`src/rtl/stopwatch_key_conditioner.sv`:
```
// Purpose : turns the raw start/stop and hold push-buttons into clean debounced levels and 1-cycle command strobes.
// Latency : a clean raw edge shows on keys_debounced/strobes DEBOUNCE_CYCLES+2 clock edges later, counting the edge that first samples it.
// Backpr. : none; strobes are fire-and-forget and must be consumed in the single cycle they are high.
module stopwatch_key_conditioner #(
    parameter int DEBOUNCE_CYCLES   = 500_000,
    parameter int LONG_PRESS_CYCLES = 75_000_000,
    parameter bit KEY_ACTIVE_LOW    = 1'b1
) (
    input  logic       CLK_50,
    input  logic       reset_n,
    input  logic       key_start_stop,
    input  logic       key_hold,
    output logic       start_stop_pulse,
    output logic       clear_pulse,
    output logic       hold_pulse,
    output logic [1:0] keys_debounced
);

    localparam int DW = $clog2(DEBOUNCE_CYCLES);
    localparam int PW = $clog2(LONG_PRESS_CYCLES);
    localparam logic [DW-1:0] DEB_LAST = DW'(DEBOUNCE_CYCLES - 1);
    localparam logic [PW-1:0] PC_LAST  = PW'(LONG_PRESS_CYCLES - 1);

    localparam logic [1:0] ST_IDLE    = 2'd0;
    localparam logic [1:0] ST_PRESSED = 2'd1;
    localparam logic [1:0] ST_LONG    = 2'd2;

    // Internally bit 1 = hold, bit 0 = start/stop, and 1 always means pressed.
    logic [1:0]         pressed;
    logic [1:0]         s1;
    logic [1:0]         s2;
    logic [1:0]         deb;
    logic [1:0]         deb_nxt;
    logic [1:0][DW-1:0] cnt;
    logic [1:0][DW-1:0] cnt_nxt;
    logic [1:0]         deb_rise;
    logic [1:0]         deb_fall;
    logic [1:0]         state;
    logic [1:0]         state_nxt;
    logic [PW-1:0]      pc;
    logic [PW-1:0]      pc_nxt;
    logic [PW-1:0]      pc_inc;
    logic               ss_nxt;
    logic               clr_nxt;

    assign pressed        = {key_hold, key_start_stop} ^ {2{KEY_ACTIVE_LOW}};
    assign keys_debounced = deb;
    assign deb_rise       = deb_nxt & ~deb;
    assign deb_fall       = ~deb_nxt & deb;
    assign pc_inc         = pc + 1'b1;

    // Two-flop synchroniser on the polarity-normalised keys
    always_ff @(posedge CLK_50 or negedge reset_n) begin
        if (!reset_n) begin
            s1 <= '0;
            s2 <= '0;
        end else begin
            s1 <= pressed;
            s2 <= s1;
        end
    end

    // Debounce: accept a new level only after it differs from deb for DEBOUNCE_CYCLES consecutive cycles
    always_comb begin
        deb_nxt = deb;
        cnt_nxt = '0;
        for (int i = 0; i < 2; i++) begin
            if (s2[i] != deb[i]) begin
                if (cnt[i] == DEB_LAST) begin
                    deb_nxt[i] = s2[i];
                end else begin
                    cnt_nxt[i] = cnt[i] + 1'b1;
                end
            end
        end
    end

    // Debounced levels and their stability counters
    always_ff @(posedge CLK_50 or negedge reset_n) begin
        if (!reset_n) begin
            deb <= '0;
            cnt <= '0;
        end else begin
            deb <= deb_nxt;
            cnt <= cnt_nxt;
        end
    end

    // Start/stop press classifier; acts on the debounced edge so strobes line up with the level change
    always_comb begin
        state_nxt = state;
        pc_nxt    = pc;
        ss_nxt    = 1'b0;
        clr_nxt   = 1'b0;
        case (state)
            ST_IDLE: begin
                if (deb_rise[0]) begin
                    state_nxt = ST_PRESSED;
                    pc_nxt    = '0;
                end
            end
            ST_PRESSED: begin
                // Release wins over the limit when both land on the same edge
                if (deb_fall[0]) begin
                    ss_nxt    = 1'b1;
                    state_nxt = ST_IDLE;
                end else begin
                    pc_nxt = pc_inc;
                    if (pc_inc == PC_LAST) begin
                        clr_nxt   = 1'b1;
                        state_nxt = ST_LONG;
                    end
                end
            end
            ST_LONG: begin
                if (deb_fall[0]) begin
                    state_nxt = ST_IDLE;
                end
            end
            default: begin
                state_nxt = ST_IDLE;
            end
        endcase
    end

    // Classifier state and press-duration counter
    always_ff @(posedge CLK_50 or negedge reset_n) begin
        if (!reset_n) begin
            state <= ST_IDLE;
            pc    <= '0;
        end else begin
            state <= state_nxt;
            pc    <= pc_nxt;
        end
    end

    // Registered command strobes
    always_ff @(posedge CLK_50 or negedge reset_n) begin
        if (!reset_n) begin
            start_stop_pulse <= 1'b0;
            clear_pulse      <= 1'b0;
            hold_pulse       <= 1'b0;
        end else begin
            start_stop_pulse <= ss_nxt;
            clear_pulse      <= clr_nxt;
            hold_pulse       <= deb_rise[1];
        end
    end

endmodule

```
`config.mk`:
```
export PLATFORM = sky130hd
export DESIGN_NAME = stopwatch_key_conditioner
export DESIGN_NICKNAME = d
export VERILOG_FILES = /design/src/rtl/stopwatch_key_conditioner.sv
export SDC_FILE = /design/constraint.sdc
export NUM_CORES = 1
export LEC_CHECK = 0
export BUFFER_PORTS_ARGS = -buffer_cell sky130_fd_sc_hd__buf_2
export CORE_MARGIN = 2
export CORE_UTILIZATION = 50
export DETAILED_ROUTE_END_ITERATION = 16
export PLACE_DENSITY = 0.78
export SLEW_MARGIN = 25
export SYNTH_ARGS = -nofsm -noshare
export SYNTH_HDL_FRONTEND = slang
export SYNTH_SLANG_ARGS = --single-unit
```
`constraint.sdc`:
```
create_clock -name CLK_50 -period 3.48 [get_ports CLK_50]
set_clock_uncertainty 0.1 [all_clocks]
set_input_delay 0.174 -clock CLK_50 [delete_from_list [all_inputs] [get_ports CLK_50]]
set_output_delay 0.174 -clock CLK_50 [all_outputs]
set_load 0.02 [all_outputs]
```
== After elaboration in Yosys (flattened, before gate mapping) ==
Cells that the tools add are included.
Storage, ports and cells
  register bits after elaboration: 76
  input port bits: 4
Cells by class
  add/subtract/negate cells: 3
  equal/unequal tests: 11
  mux-type cells: 21
  bitwise operators: 5
  reduce and logical (&&, ||, !) cells: 4
Operators by type and width (count)
  19-bit two-way mux: 4
  27-bit two-way mux: 2
  27-bit case mux with 2 select lines: 1
  19-bit by 1-bit adder with 19-bit output, second input constant: 2
  19-bit == test, second input constant: 2
  27-bit by 1-bit adder with 27-bit output, second input constant: 1
  27-bit == test, second input constant: 1
  1-bit two-way mux: 9
  2-bit two-way mux: 4
  2-bit inequality test, second input constant: 3
  2-bit case mux with 3 select lines: 1
  3-bit AND reduction: 2
  2-bit inverter: 2
  3-bit inequality test, second input constant: 1
  2-bit AND: 1
  2-bit by 1-bit == test with 1-bit output, second input constant: 1
  2-bit == test, second input constant: 1
  2-bit logical NOT: 1
  1-bit inequality test: 2
  2-bit nonzero test: 1
  1-bit AND: 1
  1-bit inverter: 1

== Depth between registers and ports, before layout ==
Gate-level depths: netlist of run 1.
  word-level depth: 7
  depth in mapped cells: 10
  gate-level depth less buffers: 8

== Least setup slack after synthesis of run 1 ==
OpenSTA, ideal clock, no wires.
  path type: flip-flop to flip-flop
  start point: reg pc[0]
  end point: reg state[0]
  arrival time: 2233 ps
  slack: 1016 ps
  stages on the path, launching flop included: 11
  clock period less this slack: 2464 ps
  cell sequence: dfrtp_1 > ha_1 > buf_2 > and4_1 > buf_4 > nand4_4 > or4_1 > a22oi_1 > nand4_1 > o32ai_1 > a21oi_1
On the way
  cells in the longest elaborated chain, start to end: 4
Ends and longest elaborated chain
  start: declaration: RTL line 40  | logic [PW-1:0] pc;
  start signal: assignment: RTL line 133  | pc <= pc_nxt;
  27-bit by 1-bit adder with 27-bit output: RTL line 50  | assign pc_inc = pc + 1'b1;
  27-bit == test: RTL line 109  | if (pc_inc == PC_LAST) begin
  3-bit inequality test (no line)
  3-bit AND reduction (no line)
  end signal: assignment: RTL line 132  | state <= state_nxt;
  end: declaration: RTL line 38  | logic [1:0] state;
No other way between the ends.
A chain may end at the register's enable or synchronous reset.

== Worst setup path in the final report of run 1 ==
Ends and elaborated chain as after synthesis.

==> flow_summary.toml, run 1 <==
[status]
status = "completed"

[drt]
vias = 3376
routed_wl_um = 8419
wire_per_inst_um = 14.82
drt_iter0_drc = 258
first_pass_iters = 5
vias_per_cell = 5.944
drc = 0
final_antenna_net_count = 0

[yosys]
synth_top_family_by_area = "simple AND/OR/NAND/NOR gates"
synth_xor_xnor_area_share_pct = 8.913
synth-main-ff-cell = "dfrtp_1"
seq_area_frac_synth_pct = 45.01
synthAdderAreaFrac_pct = 1.184
netlist_instances = 456
netlist_area_sq_mm = 0.004225
synth_mux_area_share_pct = 0.7995
synthArstFlopShare_pct = 100.0
ys_warn_count = 0
syn_area_per_cell_sq_um = 9.266
synth_edf_count = 0
synth.distinct_cells = 58
synthSimpleGateAreaFrac_pct = 27.04
synth_compound_area_share_pct = 12.82
synthesis.nets = 464
synth-seq-cells = 76

[worst_hold_path]
hp-class = "reg -> reg"

[clock_tree]
clockBufferDepth = 2
tritoncts = "done"
h-tree-depth = 3
clk_pin_slew_ns = 0.08
clockRootBuffer = "clkbuf_8"
clk_latency_ns = 0.35
cts.sinks = 76
numCtsBuffers = 9

[final_layout]
drive_gt1_share_pct = 9.071
stdcell_area_sq_mm = 0.004549
syn_to_final_growth_pct = 7.669
nets = 466
antenna_cells = 0
n_fill_cell = 703
stdcell_count = 568

[place]
placed_cell_area_sq_mm = 0.004292
gp_congestion = 0.8689
dp_hpwl_um = 5573
dp_cells = 549
place.port_buffers = 8

[timing]
fin_crit_ns = 2.925
maxSlewViolCount = 0
tightest_slew_ns = 0.7447
finalCritPeriodShare_pct = 84.05
hold_violations = 0
max_freq_ghz = 0.3419
hold_ws_ns = 0.2516
rsz0062_at_grt = "no"
relSlewSlack_pct = 50.25
finalSetupViolCount = 0
final.setup.tns_ns = 0

[critical_path]
critPathKind = "reg -> reg"
critPathCaptureType = "register"
ff2ff_setup_slack_ns = 0.55
worst-endpoint-arrival_ns = 3.05
crit_path_max_fanout = 11
cp.required_ns = 3.60
start_kind = "register"

[power]
p_per_area_mw_per_mm2 = 370.6
p_leak_nw = 1.930
ir_worst_vdd_v = 0.0001920

[global_routing]
grt_pass1_vias = 3158
track_usage_pct = 19.97
antenna_found_initial = 0
overflow = 0
grt_max_degree = 77
grt_pass1_wl_um = 14410

[floorplanning]
dieArea_sq_mm = 0.009202
io_pins = 9
die_w_um = 95.93
rows = 33
die_h_um = 95.93
initial_core_util_pct = 51.42
core_sq_mm = 0.008217

[job]
drv_cap = 0
==> cell families after synthesis <==
logic type | Yosys count
and+or+nand+nor | 212
muxes | 3
AOI/OAI and AO/OA | 82
DFF | 76
xor gates and xnor gates | 43
buffers and inverters | 36
adders and majority gates | 4
==> placed cells by master, fill, tap and decap left out, drive strengths merged, types with 3 or more instances in the layout <==
master and count:
dfrtp 76, nor2 64, nand3 34, o21ai 33, nand2 32, xor2 26
and3 18, xnor2 17, nand4 16, inv 15, o31ai 14, buf 11
clkbuf 10, nor4 10, a21oi 8, nor3 8, and4 6, nand2b 5
nor2b 4, a31oi 4, o41ai 4, ha 4, mux2 3, dlygate4sd3 3
and2 3
==> stage by stage <==
| stage | setup slack (ns) | total power, W | utilization, % |
|---|---|---|---|
| 6_report | 0.5549 | 0.001686 | 55.37 |
| 5_1_grt | 0.3189 | 0.001747 | 55.37 |
| 4_1_cts | 0.5787 | 0.001708 | 55.32 |
| 3_3_place_gp | 0.7303 | 0.0009515 | 52.23 |
| 2_1_floorplan | 1.016 | 0.0009299 | - |
| 3_5_place_dp | 0.6365 | 0.0009525 | 52.23 |
==> synth_stat cells, types with 3 or more instances <==
| library cell | count | share of area [%] |
|---|---|---|
| a21oi_1 | 8 | 0.95 |
| a31oi_1 | 4 | 0.59 |
| and3_1 | 18 | 2.7 |
| and4_1 | 6 | 1.2 |
| buf_2 | 10 | 1.2 |
| buf_4 | 4 | 0.71 |
| clkbuf_1 | 6 | 0.53 |
| dfrtp_1 | 76 | 45 |
| ha_1 | 4 | 1.2 |
| inv_1 | 13 | 1.2 |
| mux2_2 | 3 | 0.80 |
| nand2_1 | 32 | 2.8 |
| nand2b_1 | 5 | 0.74 |
| nand3_1 | 33 | 3.9 |
| nand4_1 | 15 | 2.2 |
| nor2_1 | 64 | 5.7 |
| nor2b_1 | 4 | 0.59 |
| nor3_1 | 7 | 0.83 |
| nor4_1 | 6 | 0.89 |
| o21ai_0 | 31 | 3.7 |
| o31ai_1 | 14 | 2.5 |
| o41ai_1 | 4 | 0.83 |
| xnor2_1 | 17 | 3.5 |
| xor2_1 | 26 | 5.4 |
==> critical path, stage by stage (launching register included) <==
cell and delay, ns:
dfrtp_1 0.46, ha_1 0.38, and4_1 0.53, and4_1 0.38, a21boi_0 0.15, a211oi_1 0.23, nand4_1 0.17, o32ai_1 0.30
a21oi_1 0.09
==> what timing repair did <==
action                    4_1_cts  5_1_grt
hold buffers                    3        0
resized for setup               0        0
hold endpoints to repair       78        0
setup buffers                   0        0
==> where the power goes <==
| part | internal, W | switching [W] |
|---|---|---|
| registers | 0.000890 | 0.00000682 |
| logic | 0.0000108 | 0.0000285 |
| clock network | 0.000413 | 0.000337 |
==> area by class of cell <==
class                      count  area [sq um]  area share (%)
timing repair buffer          14         98.84           2.173
inverter                      13         48.80           1.073
sequential                    76          1902           41.80
clock buffer                  10         127.6           2.805
clock inverter                 6         96.34           2.118
multi-input combinational    344          2145           47.14
tap                          105         131.4           2.888
==> sequential cells by signal, indices dropped and copies added (netlist names) <==
name,count
cnt,38
pc,27
keys_debounced,2
s1,2
s2,2
state,2
clear_pulse,1
hold_pulse,1
start_stop_pulse,1
==> layer usage <==
layer  GRT usage [%]  wire length, um
met5               0                0
met4           7.143               88
met3           3.524              401
met2           33.04             4102
met1           26.41             3825
==> worst paths after layout <==
path,to,from,depth (start not counted)
max,state[0],pc[0],8
min,s2[0],s1[0],0
max reg2reg,state[0],pc[0],8
min reg2reg,s2[0],s1[0],0
max in group asynchronous,cnt[31],reset_n,2
min in group asynchronous,cnt[11],reset_n,2
Power figures use the tool's default switching activity.
==> run 2, diff against run 1 <==
==> constraint.sdc (replaced) <==
create_clock -name CLK_50 -period 2.75 [get_ports CLK_50]
set_clock_uncertainty 0.1 [all_clocks]
set_input_delay 0.1375 -clock CLK_50 [delete_from_list [all_inputs] [get_ports CLK_50]]
set_output_delay 0.1375 -clock CLK_50 [all_outputs]
set_load 0.02 [all_outputs]
==> flow_summary.toml, run 2 (synthesis results as in run 1) <==
[status]
status = "completed"

[clock_tree]
h-tree-depth = 3
clockRootBuffer = "clkbuf_8"
post_cts_buffers = 0
clockBufferDepth = 2
numCtsBuffers = 9
tritoncts = "done"
clk_latency_ns = 0.36
cts.sinks = 76
clk_pin_slew_ns = 0.08

[floorplanning]
io_pins = 9
dieArea_sq_mm = 0.009202
die_h_um = 95.93
core_sq_mm = 0.008217
rows = 33
initial_core_util_pct = 51.42
die_w_um = 95.93

[critical_path]
r2r_cells = 8
cp_cell_sequence = "or4b_1, nor4_4, and2_4, a21boi_2, o21bai_4, buf_12, o21ai_0, o41ai_1"
cp_slowest_stage_delay_ns = 0.59
reg2reg_from = "cnt[6]"
critPathKind = "reg -> reg"
critPathCaptureType = "register"
crit_buf_inv = 1
worst-endpoint-arrival_ns = 2.70
start_kind = "register"
crit_path_max_fanout = 20
cp.required_ns = 2.89
slowest_stage = "or4b_1"
timing.rr.end = "pc[18]"
crit_family = "simple AND/OR/NAND/NOR gates"
ff2ff_setup_slack_ns = 0.19

[place]
pre_cts_ws_ns = 0.1893
dp_hpwl_um = 5832
placed_cell_area_sq_mm = 0.004384
gp_congestion = 0.9246
place.port_buffers = 8

[drt]
drc = 0
final_antenna_net_count = 0
vias_per_cell = 5.981
drt_iter0_drc = 229
routed_wl_um = 8819
wire_per_inst_um = 15.28
first_pass_iters = 5
vias = 3451

[timing]
fin_crit_ns = 2.560
hold_violations = 0
final.setup.tns_ns = 0
max_freq_ghz = 0.3906
tightest_slew_ns = 0.6886
finalSetupViolCount = 0
rsz0062_at_grt = "no"
maxSlewViolCount = 0
relSlewSlack_pct = 54.09
worst_slack_ns = 0.1900
finalCritPeriodShare_pct = 93.09

[worst_hold_path]
hp-class = "in -> async"

[final_layout]
drive_gt1_share_pct = 11.23
antenna_cells = 0
nets = 475
stdcell_area_sq_mm = 0.004657
reg_top3 = "cnt x38, pc x27"
final_common_cell = "dfrtp_1"
syn_to_final_growth_pct = 10.22
largest_reg_flops = 38
largest-register = "cnt"
final_core_util_pct = 56.68
mostFrequentLayoutCells = "dfrtp_1 (76), nor2_1 (64), nand3_1 (33), nand2_1 (32), o21ai_0 (31)"
n_fill_cell = 703

[global_routing]
track_usage_pct = 20.95
grt_max_degree = 77
antenna_found_initial = 0
overflow = 0
grt_pass1_wl_um = 15160
grt_pass1_vias = 3289

[power]
p_per_area_mw_per_mm2 = 469.2
ir_worst_vdd_v = 0.0002145
p_leak_nw = 1.994

[job]
drv_cap = 0
==> run 2: cell count changes in the layout (fill, tap and decap cells not counted), sizes merged <==
| cell | delta |
|---|---|
| buf | +9 |
| clkinvlp | +1 |
| clkinv | -1 |
==> run 2: report_power, final <==
part | switching, W | internal [W] | leakage (nW)
Clock | 0.000453 | 0.000545 | 0.111
Sequential | 0.00000928 | 0.00113 | 1.05
Combinational | 0.0000372 | 0.0000140 | 0.835
Total | 0.000499 | 0.00169 | 1.99
==> run 2: area by class of cell <==
class,count,area (sq um),share of cell area [%]
multi-input combinational,344,2151,46.18
sequential,76,1902,40.84
timing repair buffer,23,191.4,4.111
clock buffer,10,137.6,2.955
tap,105,131.4,2.821
clock inverter,6,95.09,2.042
inverter,13,48.80,1.048
==> run 2: timing repair <==
action / in CTS / in global routing
hold endpoints to repair: 78 / 0
resized for setup: 0 / 2
endpoints found under the setup margin: 0 / 2
hold buffers: 3 / 0
==> run 2: worst max path at each step <==
stage	from	end	slack (ns)	cells past startpoint
6_report	cnt[6]	pc[18]	0.19	8
5_1_grt	cnt[10]	pc[2]	0.009	8
4_1_cts	pc[0]	state[0]	0.18	9
3_5_place_dp	pc[0]	state[0]	0.19	9
3_3_place_gp	cnt[6]	pc[18]	0.26	8
2_1_floorplan	pc[0]	state[0]	0.29	10
==> run 2: routing by layer <==
layer  wire, um  vias to the layer above  track usage [%]
li1           -                     1652                -
met1       4094                     1694            28.32
met2       4177                       89            33.16
met3        341                       16            3.367
met4        206                        0            9.524
met5          0                        -                0
==> run 2: through the flow <==
step	total power (W)	instances	hold slack, ns
floorplan	0.001177	456	-0.2581
global placement	0.001204	558	0.1798
detailed placement	0.001207	558	0.1825
CTS	0.002204	577	0.2785
global route	0.002255	577	0.2803
finish	0.002185	577	0.2698
